--- src/rtl/branch_pred_ctrl.sv ---
// Gshare prediction controller: forms the PHT index from PC ^ speculative GHR,
// tracks in-flight predictions in a FIFO and drives PHT updates at resolution.
module branch_pred_ctrl #(
    parameter int unsigned ENTRY  = 8,
    parameter int unsigned DEPTH  = 4,
    parameter int unsigned PC_LSB = 2
) (
    input  logic                     clk,
    input  logic                     reset,
    input  logic                     pred_valid,
    input  logic [31:0]              fetch_pc,
    output logic                     pred_ready,
    output logic [ENTRY-1:0]         read_index,
    input  logic [1:0]               pht_out,
    output logic                     pred_taken,
    input  logic                     resolve_valid,
    input  logic                     resolve_taken,
    output logic [ENTRY-1:0]         write_index,
    input  logic [1:0]               current_state,
    output logic                     pht_load,
    output logic [1:0]               pht_in,
    output logic                     mispredict,
    output logic [$clog2(DEPTH):0]   inflight_count
);
    localparam int unsigned PW = $clog2(DEPTH);
    localparam int unsigned CW = PW + 1;

    logic [ENTRY-1:0] ghr_q, ghr_d;
    logic [PW-1:0]    head_q, head_d, tail_q, tail_d;
    logic [CW-1:0]    count_q, count_d;
    logic [ENTRY-1:0] idx_q [DEPTH];
    logic [ENTRY-1:0] idx_d [DEPTH];
    logic             pred_q [DEPTH];
    logic             pred_d [DEPTH];
    logic [ENTRY-1:0] snap_q [DEPTH];
    logic [ENTRY-1:0] snap_d [DEPTH];

    logic accept, resolve, non_empty;

    always_comb begin
        read_index     = fetch_pc[PC_LSB +: ENTRY] ^ ghr_q;
        pred_taken     = pht_out[1];
        pred_ready     = (count_q != CW'(DEPTH));
        non_empty      = (count_q != '0);
        accept         = pred_valid & pred_ready & ~reset;
        resolve        = resolve_valid & non_empty & ~reset;
        write_index    = non_empty ? idx_q[head_q] : '0;
        pht_load       = resolve;
        mispredict     = resolve & (resolve_taken != pred_q[head_q]);
        inflight_count = count_q;
        pht_in         = 2'b00;
        if (resolve) begin
            if (resolve_taken) begin
                pht_in = (current_state == 2'b11) ? 2'b11 : current_state + 2'd1;
            end else begin
                pht_in = (current_state == 2'b00) ? 2'b00 : current_state - 2'd1;
            end
        end
    end

    always_comb begin
        ghr_d   = ghr_q;
        head_d  = head_q;
        tail_d  = tail_q;
        count_d = count_q;
        idx_d   = idx_q;
        pred_d  = pred_q;
        snap_d  = snap_q;
        if (mispredict) begin
            // Flush drops any same-cycle push; history restarts from the head snapshot.
            ghr_d   = {snap_q[head_q][ENTRY-2:0], resolve_taken};
            head_d  = '0;
            tail_d  = '0;
            count_d = '0;
        end else begin
            if (accept) begin
                idx_d[tail_q]  = read_index;
                pred_d[tail_q] = pred_taken;
                snap_d[tail_q] = ghr_q;
                tail_d         = tail_q + PW'(1);
                ghr_d          = {ghr_q[ENTRY-2:0], pred_taken};
            end
            if (resolve) begin
                head_d = head_q + PW'(1);
            end
            count_d = count_q + CW'(accept) - CW'(resolve);
        end
    end

    always_ff @(posedge clk) begin
        if (reset) begin
            ghr_q   <= '0;
            head_q  <= '0;
            tail_q  <= '0;
            count_q <= '0;
        end else begin
            ghr_q   <= ghr_d;
            head_q  <= head_d;
            tail_q  <= tail_d;
            count_q <= count_d;
        end
    end

    // Entry payload needs no reset: occupancy alone decides validity.
    always_ff @(posedge clk) begin
        idx_q  <= idx_d;
        pred_q <= pred_d;
        snap_q <= snap_d;
    end

endmodule

--- config.mk ---
export PLATFORM = sky130hd
export DESIGN_NAME = branch_pred_ctrl
export DESIGN_NICKNAME = d
export VERILOG_FILES = /design/src/rtl/branch_pred_ctrl.sv
export SDC_FILE = /design/constraint.sdc
export NUM_CORES = 1
export LEC_CHECK = 0
export ABC_CLOCK_PERIOD_IN_PS = 3040
export CAP_MARGIN = 0
export CORE_UTILIZATION = 51
export CTS_CLUSTER_DIAMETER = 120
export CTS_CLUSTER_SIZE = 28
export DETAILED_ROUTE_END_ITERATION = 10
export PLACE_DENSITY = 0.79
export REMOVE_ABC_BUFFERS = 1
export SLEW_MARGIN = 20
export SYNTH_ARGS = -nofsm -noshare
export SYNTH_HDL_FRONTEND = slang
export SYNTH_SLANG_ARGS = --single-unit
--- constraint.sdc ---
create_clock -name clk -period 3.04 [get_ports clk]
set_input_delay 0.912 -clock clk [delete_from_list [all_inputs] [get_ports clk]]
set_output_delay 0.912 -clock clk [all_outputs]
set_load 0.02 [all_outputs]
==> reports/qor.txt, run 1 <==
Final core utilization: 66.9%
Post-Syn Instances: 198
Bufs on Longest Clock Path: 2
Sequential cell area fraction in the yosys report: 66.7%
Die Wd: 82.8 µm
Antenna cells: 0
IO Pins: 66
PD cells: 679 nW/µm²
Outcome: finished, final reports clean
Synth cell types: 37
Final WS setup: 0.0267 ns
F_max: 332 MHz
CP max-delay cell: clkdlybuf4s50_1
Main synth FF type: edfxtp_1
Placed cell count: 332
Clock Latency Late Sink: 0.35 ns
Clock share of power: 26.6%
Setup Total Neg Slack: 0 ns
CP max stage delay: 0.45 ns
CP Cell Sequence: clkdlybuf4s50_1 -> or3b_4 -> clkinv_4 -> nand2_4 -> inv_2 -> buf_6
Die height: 82.8 µm
Worst-Margin Slew: 0.423 ns
Max Fanout on Critical Path: 4
DRT Pass-1 Iters: 4
Vias: 1961
Clock-pin slew on the worst setup and hold paths: 0.08 ns
Worst setup SP type: input port
Cts bufs inserted: 9
DRC: 0
GR Util All Layers: 20.3%
Critical Path AT: 2.10 ns
Gp weighted congestion: 0.762
Core Region: 6310 µm²
Initial core utilization: 52.8%
Logic gate share of total power: 26.6%
Die area: 6860 µm²
Cell Int Power: 2.04 mW
Vias per inst: 5.59
Rows: 29
Dpl ws: -0.607 ns
Final min period: 3.01 ns
Clock Sinks: 79
First-pass GRT wire length: 10300 µm
Nets: 317
CP bufs+invs: 4
Fillers: 439
Post-synth EDFFs: 64
Final period util: 99.1%
Synth Cell Area: 3330 µm²
Routed Antenna Nets: 0
Kind of end point of the critical path: output pin
YS warnings: 0
Layout Area Growth over Synthesis: 26.7%
Initial antenna violation count: 0
Sw frac: 28.9%
CP top delay family: buffers and inverters
Max cap viols: 0
CTS Hold Buffers Added: 0
Hold slack: 0.556 ns
Hpwl dp: 4000 µm
Non-Filler Instances: 351
Avg WL per Cell: 17.9 µm
Hold Crit Class: flip-flop to flip-flop
Total routed wirelength: 6300 µm
Largest net degree at the start of global routing: 20
Initial drt markers: 144
WS Path Type: input port to output pin
Seq cells post-synth: 79
Final setup vio count: 0
Max Clock Skew: 0.0111 ns
RSZ-0062 raised after global routing: yes
CTS tree: done
Post-route design area: 4220 µm²
Seq pwr share: 46.7%
PortBufs: 40
Post-DP Area: 4010 µm²
Share of flip-flops with an asynchronous set or reset: 0%
Static Leak: 1.58 nW
Total power: 2.87 mW
NetSw: 829 µW
Final slew viol count: 0
GR Overflow Total: 0
Worst relative slew slack: 71.8%
Root Buffer: clkbuf_8
Final hold violations: 0
Htree depth: 3
Critical Path RT: 2.13 ns
Layout cells sized above 1: 25.9%
Mapped Avg Cell Area: 16.8 µm²
Peak VDD IR: 0.362 mV
Vias in the first global route: 2058
-- cell usage in the layout, fill, tap and decap left out, types with 2 or more instances in the layout --
cell             instances
edfxtp_1                64
buf_4                   26
clkdlybuf4s50_1         19
mux4_2                  16
dlygate4sd2_1           16
dfxtp_1                 15
inv_1                   10
clkbuf_8                10
nor2b_1                  8
xor2_1                   8
mux2i_1                  8
nand3_1                  7
o31ai_1                  7
and3_1                   6
ha_1                     6
buf_12                   4
nand2_1                  3
a21oi_1                  3
xnor2_1                  3
nor3_1                   3
clkbuf_1                 3
clkinv_4                 2
o21ai_0                  2
nor4b_1                  2
buf_6                    2
-- state kept, by name, summed over array words and instances (netlist names) --
register	flops
pred_q	4
tail_q	2
inflight_count	3
ghr_q	8
head_q	2
idx_q	32
snap_q	28
-- cell families after synthesis --
kind of cell / after synthesis / share of synthesized area [%]
xor gates and xnor gates: 12 / 3.15
and+or+nand+nor: 38 / 6.87
buffers and inverters: 21 / 3.42
muxes: 24 / 13.2
AOI/OAI and AO/OA: 17 / 3.83
DFF: 79 / 66.7
adders and majority gates: 7 / 2.85
-- layer usage --
metal  part of all wire, %  vias to the layer above  GRT usage [%]
li1                      -                      906              -
met1                    42                      985           25.6
met2                    51                       62           31.9
met3                   5.2                        8           6.86
met4                   1.6                        0           9.09
met5                     0                        -              0
-- worst paths after layout --
| kind | from | endpoint | slack [ns] | depth (start not counted) |
|---|---|---|---|---|
| worst max-delay path | reset | mispredict | 0.03 | 6 |
| worst min register to register | ghr_q[3] | snap_q[11] | 0.56 | 0 |
| worst max register to register | inflight_count[1] | inflight_count[2] | 0.58 | 12 |
| worst min-delay path | ghr_q[3] | snap_q[11] | 0.56 | 0 |
-- power groups by stage --
| stage | Clock (mW) | Sequential [mW] | Combinational, mW |
|---|---|---|---|
| after floorplan | 0 | 1.38 | 0.393 |
| after global placement | 0 | 1.36 | 0.781 |
| after detailed placement | 0 | 1.36 | 0.795 |
| after CTS | 0.781 | 1.34 | 0.760 |
| after global routing | 0.832 | 1.35 | 0.829 |
| final | 0.764 | 1.34 | 0.764 |
-- Yosys cell counts (all sizes together) (2+ instances only) --
| library cell | number | area (µm²) |
|---|---|---|
| nor2b | 8 | 50.1 |
| xor2 | 9 | 78.8 |
| mux2i | 8 | 80.1 |
| a21oi | 3 | 15.0 |
| nand3 | 7 | 35.0 |
| o31ai | 7 | 52.6 |
| dfxtp | 15 | 300 |
| mux4 | 16 | 360 |
| buf | 8 | 60.1 |
| and3 | 6 | 37.5 |
| nor3 | 4 | 31.3 |
| xnor2 | 3 | 26.3 |
| edfxtp | 64 | 1920 |
| nor2 | 2 | 7.51 |
| nand2 | 5 | 21.3 |
| nor4b | 2 | 17.5 |
| o21ai | 2 | 10.0 |
| inv | 12 | 50.1 |
| ha | 6 | 75.1 |
-- worst reg2reg max path, cell delays in order, from the launching register on --
cell and delay [ns]:
dfxtp_1 0.37, nor3_4 0.21, or3b_4 0.20, clkinv_4 0.07
buf_4 0.14, buf_4 0.13, ha_1 0.27, inv_1 0.04
ha_1 0.18, fa_1 0.38, xnor2_1 0.17, xnor2_1 0.14
nor3_1 0.06
-- what timing repair did --
item,4_1_cts,5_1_grt
gates resized for setup,38,6
buffers inserted,1,2
setup endpoints to repair,20,5
pin swaps,1,0
-- final cells by class --
type	instances	area, µm²	share of cell area [%]
Sequential cell	79	2220	52.6
Clock buffer	13	149	3.52
Clock inverter	3	43.8	1.04
Inverter	12	50.0	1.18
Timing Repair Buffer	69	646	15.3
Tap cell	77	96.3	2.28
Multi-Input combinational cell	98	1020	24.1
No activity file was read; power rests on OpenSTA's default activity.
==> inputs of run 2 (changes only) <==
--- a/config.mk
+++ b/config.mk
@@ -7,11 +7,13 @@
 export LEC_CHECK = 0
 export ABC_CLOCK_PERIOD_IN_PS = 3040
 export CAP_MARGIN = 0
-export CORE_UTILIZATION = 51
+export CORE_ASPECT_RATIO = 0.6
+export CORE_UTILIZATION = 53
+export CTS_BUF_LIST = sky130_fd_sc_hd__clkbuf_4 sky130_fd_sc_hd__clkbuf_8
 export CTS_CLUSTER_DIAMETER = 120
 export CTS_CLUSTER_SIZE = 28
 export DETAILED_ROUTE_END_ITERATION = 10
-export PLACE_DENSITY = 0.79
+export PLACE_DENSITY = 0.82
 export REMOVE_ABC_BUFFERS = 1
 export SLEW_MARGIN = 20
 export SYNTH_ARGS = -nofsm -noshare
==> reports/qor.txt, run 2 (synthesis gave the netlist of run 1 again) <==
Outcome: finished, final reports clean
GR Util All Layers: 21.9% (+1.7 points)
CP max-delay cell: or3b_4
Vias: 1935 (-1.3%)
Vias per inst: 5.44 (-2.7%)
Placed cell count: 338 (+1.8%)
Final slew viol count: 0 (unchanged)
Gp weighted congestion: 0.737 (-3.2%)
F_max: 333 MHz (+0.33%)
Final hold violations: 0 (unchanged)
Final min period: 3.00 ns (-0.00977 ns)
Root Buffer: clkbuf_8
Worst relative slew slack: 77.5% (+5.7 points)
Max Fanout on Critical Path: 5 (+1)
Max Clock Skew: 0.0111 ns (-0.0000270 ns)
Hold Crit Class: flip-flop to flip-flop
Initial drt markers: 142 (-1.4%)
Bufs on Longest Clock Path: 2 (unchanged)
Routed Antenna Nets: 0 (unchanged)
Clock Sinks: 79 (unchanged)
Initial core utilization: 57.4% (+4.6 points)
Worst-Margin Slew: 0.337 ns (-0.0859 ns)
Register area: 2220 µm² (unchanged)
Nets: 319 (+0.63%)
Critical Path AT: 2.09 ns (about the same)
DRT Pass-1 Iters: 4 (unchanged)
Clock-pin slew on the worst setup and hold paths: 0.08 ns (about the same)
CP Cell Sequence: dlygate4sd2_1 -> or3b_4 -> inv_6 -> buf_4 -> dlygate4sd2_1
Peak VDD IR: 0.412 mV (+14%)
Largest net degree at the start of global routing: 19 (-5.0%)
Cts bufs inserted: 9 (unchanged)
Die area: 6620 µm² (-3.5%)
Clock Latency Late Sink: 0.34 ns (about the same)
Largest register FFs: 32 (unchanged)
CP max stage delay: 0.43 ns (-0.02 ns)
PD cells: 699 nW/µm² (+3.0%)
Worst setup SP type: input port
Most common cell after layout, fill and taps aside: edfxtp_1
Die Wd: 104 µm (+26%)
DRC: 0 (unchanged)
Largest Register: idx_q
Most frequent cells in the layout: edfxtp_1, buf_4, dlygate4sd2_1
IO Pins: 66 (unchanged)
CP bufs+invs: 4 (unchanged)
Layout Area Growth over Synthesis: 26.3%
CTS tree: done
WS Path Type: input port to output pin
Total routed wirelength: 6500 µm (+3.2%)
CP top delay family: buffers and inverters
Layout cells sized above 1: 26.8% (+0.90 points)
Core Region: 5810 µm² (-8.0%)
Antenna cells: 0 (unchanged)
Die height: 63.4 µm (-23%)
Non-Filler Instances: 356 (+1.4%)
Avg WL per Cell: 18.2 µm (+1.7%)
Final setup vio count: 0 (unchanged)
Rows: 21 (-28%)
Initial antenna violation count: 0 (unchanged)
Critical Path RT: 2.13 ns (about the same)
Final period util: 98.8% (-0.32 points)
GR Overflow Total: 0 (unchanged)
PortBufs: 40 (unchanged)
RSZ-0062 raised after global routing: no
Fillers: 377 (-14%)
Htree depth: 3 (unchanged)
First-pass GRT wire length: 10400 µm (+0.86%)
CP most frequent cell: dlygate4sd2_1
Static Leak: 1.59 nW (+0.51%)
Total power: 2.94 mW (+2.6%)
Hpwl dp: 4260 µm (+6.6%)
Top Registers: idx_q: 32 flops, snap_q: 28 flops, ghr_q: 8 flops
Multi-input logic area: 1010 µm² (-0.74%)
Max cap viols: 0 (unchanged)
Kind of end point of the critical path: output pin
Vias in the first global route: 1947 (-5.4%)
[run 2: stage by stage]
stage | hold slack, ns | worst slack, ns | area [µm²] | TNS (ns) | util (%)
2_1_floorplan | 0.518 | -0.321 | 3270 | -0.321 | -
3_3_place_gp | 0.547 | -0.548 | 3990 | -3.44 | 68.7
3_5_place_dp | 0.562 | -0.563 | 3990 | -3.64 | 68.7
4_1_cts | 0.569 | 0.00672 | 4210 | 0 | 72.5
5_1_grt | 0.590 | 0.0137 | 4210 | 0 | 72.5
6_report | 0.566 | 0.0364 | 4210 | 0 | 72.5
[run 2: layer usage]
layer,track usage [%],part of all wire [%],vias to the layer above
met5,0,0,-
li1,-,-,909
met2,32.8,46,68
met4,5.36,0.68,0
met3,7.25,6.6,6
met1,31.2,46,952
[run 2: path summary, 6_finish.rpt]
kind / slack, ns / end / cells after the start / from
max: 0.04 / pht_load / 5 / reset
min: 0.57 / snap_q[14] / 0 / ghr_q[6]
max reg2reg: 0.51 / inflight_count[2] / 12 / inflight_count[1]
min reg2reg: 0.57 / snap_q[14] / 0 / ghr_q[6]
[run 2: report_power, final]
group | switching [mW] | internal, mW | leakage [nW] | total, mW
combinational | 0.403 | 0.347 | 0.768 | 0.750
clock | 0.348 | 0.501 | 0.117 | 0.848
sequential | 0.0673 | 1.28 | 0.704 | 1.34
[run 2: repair_timing]
item                                    in CTS  in global routing
endpoints found under the setup margin      18                  3
setup buffers                                2                  0
hold buffers                                 0                  0
gates resized for setup                     32                  4
pin swaps                                    1                  0
[run 2: cell type report]
type,count,area share (%)
clock buffers,12,3.63
clock inverters,4,1.66
inverters,12,1.19
multi-input cells,98,24.0
flip-flops and latches,79,52.8
well taps,80,2.38
repair buffers,71,14.4
==> inputs of run 3 (changes only) <==
--- a/config.mk
+++ b/config.mk
@@ -8,6 +8,7 @@
 export ABC_CLOCK_PERIOD_IN_PS = 3040
 export CAP_MARGIN = 0
 export CORE_ASPECT_RATIO = 0.6
+export CORE_MARGIN = 2
 export CORE_UTILIZATION = 53
 export CTS_BUF_LIST = sky130_fd_sc_hd__clkbuf_4 sky130_fd_sc_hd__clkbuf_8
 export CTS_CLUSTER_DIAMETER = 120
==> reports/qor.txt, run 3 (synthesis gave the netlist of run 1 again) <==
Worst-Margin Slew: 0.379 ns (+0.0418 ns)
CP Launch Point: head_q[0]
GR Overflow Total: 0 (unchanged)
R2R depth: 11 (-1)
IO Pins: 66 (unchanged)
Rows: 22 (+4.8%)
WS Path Type: flip-flop to output pin
Die height: 65.4 µm (+3.2%)
Bufs on Longest Clock Path: 2 (unchanged)
Nets: 320 (+0.31%)
Most frequent cells in the layout: edfxtp_1, buf_4, clkdlybuf4s50_1
Largest net degree at the start of global routing: 19 (unchanged)
Final min period: 2.95 ns (-0.0539 ns)
Layout Area Growth over Synthesis: 27.3%
Max Clock Skew: 0.00521 ns (-0.00591 ns)
Kind of end point of the critical path: output pin
Die area: 6960 µm² (+5.1%)
Register area: 2220 µm² (about the same)
Vias per inst: 5.51 (+1.3%)
Critical Path RT: 2.13 ns (about the same)
F_max: 339 MHz (+1.8%)
Most common cell after layout, fill and taps aside: edfxtp_1
Largest Register: idx_q
DRT Pass-1 Iters: 4 (unchanged)
Critical Path Sink: write_index[6]
Post-DP Area: 4010 µm² (+0.50%)
R2R setup slack: 0.58 ns (+0.07 ns)
Cts bufs inserted: 9 (unchanged)
DRC: 0 (unchanged)
Final hold violations: 0 (unchanged)
Initial drt markers: 123 (-13%)
Root Buffer: clkbuf_8
Fillers: 400 (+6.1%)
Critical Path AT: 2.04 ns (-0.05 ns)
NetSw: 838 µW (+2.4%)
Hpwl dp: 4360 µm (+2.4%)
Clock share of power: 29.2% (+0.4 points)
CTS tree: done
First-pass GRT wire length: 10400 µm (about the same)
Final period util: 97.0% (-1.8 points)
PD cells: 702 nW/µm² (+0.42%)
Sw frac: 28.1% (+0.32 points)
Die Wd: 106 µm (+1.9%)
Clock Latency Late Sink: 0.35 ns (about the same)
Worst setup SP type: flip-flop
Antenna cells: 0 (unchanged)
Worst relative slew slack: 74.7% (-2.8 points)
Layout cells sized above 1: 28.2% (+1.3 points)
Post-route design area: 4240 µm² (+0.83%)
Htree depth: 3 (unchanged)
Static Leak: 1.60 nW (+0.48%)
RR Endpoint: inflight_count[2]
Cell Int Power: 2.14 mW (+0.81%)
PortBufs: 40 (unchanged)
Outcome: finished, final reports clean
Placed cell count: 344 (+1.8%)
Multi-input logic area: 1010 µm² (+0.50%)
Seq pwr share: 45.1% (-0.6 points)
Setup Total Neg Slack: 0 ns (unchanged)
Hold Crit Class: flip-flop to flip-flop
Top Registers: idx_q: 32 flops, snap_q: 28 flops, ghr_q: 8 flops
Total routed wirelength: 6550 µm (+0.89%)
Worst r2r src: inflight_count[1]
Initial core utilization: 54.8% (-2.6 points)
Max Fanout on Critical Path: 4 (-1)
Avg WL per Cell: 18.2 µm (-0.50%)
Final slew viol count: 0 (unchanged)
Vias in the first global route: 1963 (+0.82%)
RSZ-0062 raised after global routing: no
CTS Hold Buffers Added: 0 (unchanged)
Final setup vio count: 0 (unchanged)
Vias: 1988 (+2.7%)
GR Util All Layers: 21.0% (-0.95 points)
Routed Antenna Nets: 0 (unchanged)
Max cap viols: 0 (unchanged)
Clock Sinks: 79 (unchanged)
Non-Filler Instances: 361 (+1.4%)
Final core utilization: 69.8% (-2.7 points)
Logic gate share of total power: 25.7% (+0.2 points)
Peak VDD IR: 0.353 mV (-14%)
Largest register FFs: 32 (unchanged)
Clock-pin slew on the worst setup and hold paths: 0.08 ns (about the same)
Core Region: 6080 µm² (+4.8%)
Gp weighted congestion: 0.820 (+11%)
Initial antenna violation count: 0 (unchanged)
## run 3: cell types whose count changed in the layout (fill, tap and decap cells not counted), moves of 2 or more
| cell | change |
|---|---|
| clkbuf_4 | -2 |
| a21oi_2 | +2 |
| clkinvlp_4 | +2 |
| dlygate4sd2_1 | -3 |
| buf_4 | +2 |
| a21oi_1 | -2 |
## run 3: cell type report
class                      instances  area share (%)
clock buffer                      11            3.57
clock inverter                     5            1.89
inverter                          12            1.18
multi-input combinational         98            23.9
sequential                        79            52.4
tap                               84            2.48
timing repair buffer              72            14.6
## run 3: power by group through the flow
stage,clock network [mW],registers [mW],logic (mW)
after floorplan,0,1.38,0.393
after global placement,0,1.36,0.783
after detailed placement,0,1.37,0.798
after CTS,0.884,1.34,0.770
after global routing,0.932,1.35,0.830
final,0.870,1.34,0.766
## run 3: repair_timing
item	CTS	global route
buffers inserted	1	0
resized for setup	40	3
pin swaps	1	0
setup endpoints to repair	16	3
## run 3: worst min path at each step
stage                     slack, ns  depth (start not counted)  startpoint    endpoint
after floorplan                0.52                          0    ghr_q[2]  snap_q[10]
after global routing           0.59                          0    ghr_q[3]  snap_q[27]
final                          0.57                          0    ghr_q[4]   snap_q[4]
after CTS                      0.57                          0    ghr_q[4]   snap_q[4]
after detailed placement       0.56                          0    ghr_q[4]   snap_q[4]
after global placement         0.56                          0    ghr_q[3]  snap_q[27]
## run 3: stage by stage
step,setup slack (ns),power [mW],hold WS (ns)
global placement,-0.545,2.14,0.558
finish,0.0904,2.98,0.569
global route,0.00562,3.11,0.593
floorplan,-0.321,1.77,0.518
CTS,0.00338,3.00,0.570
detailed placement,-0.571,2.16,0.557
## run 3: worst max-delay path: stages, from the launching register on
cell             delay (ns)
dfxtp_2                0.38
buf_4                  0.17
mux4_2                 0.48
nor2b_1                0.14
clkdlybuf4s50_1        0.53
## run 3: metal layers
layer / share of wire [%] / track usage [%]
met2: 46 / 31.7
met4: 0.41 / 5.10
met1: 45 / 29.4
met5: 0 / 0
met3: 8.5 / 7.54
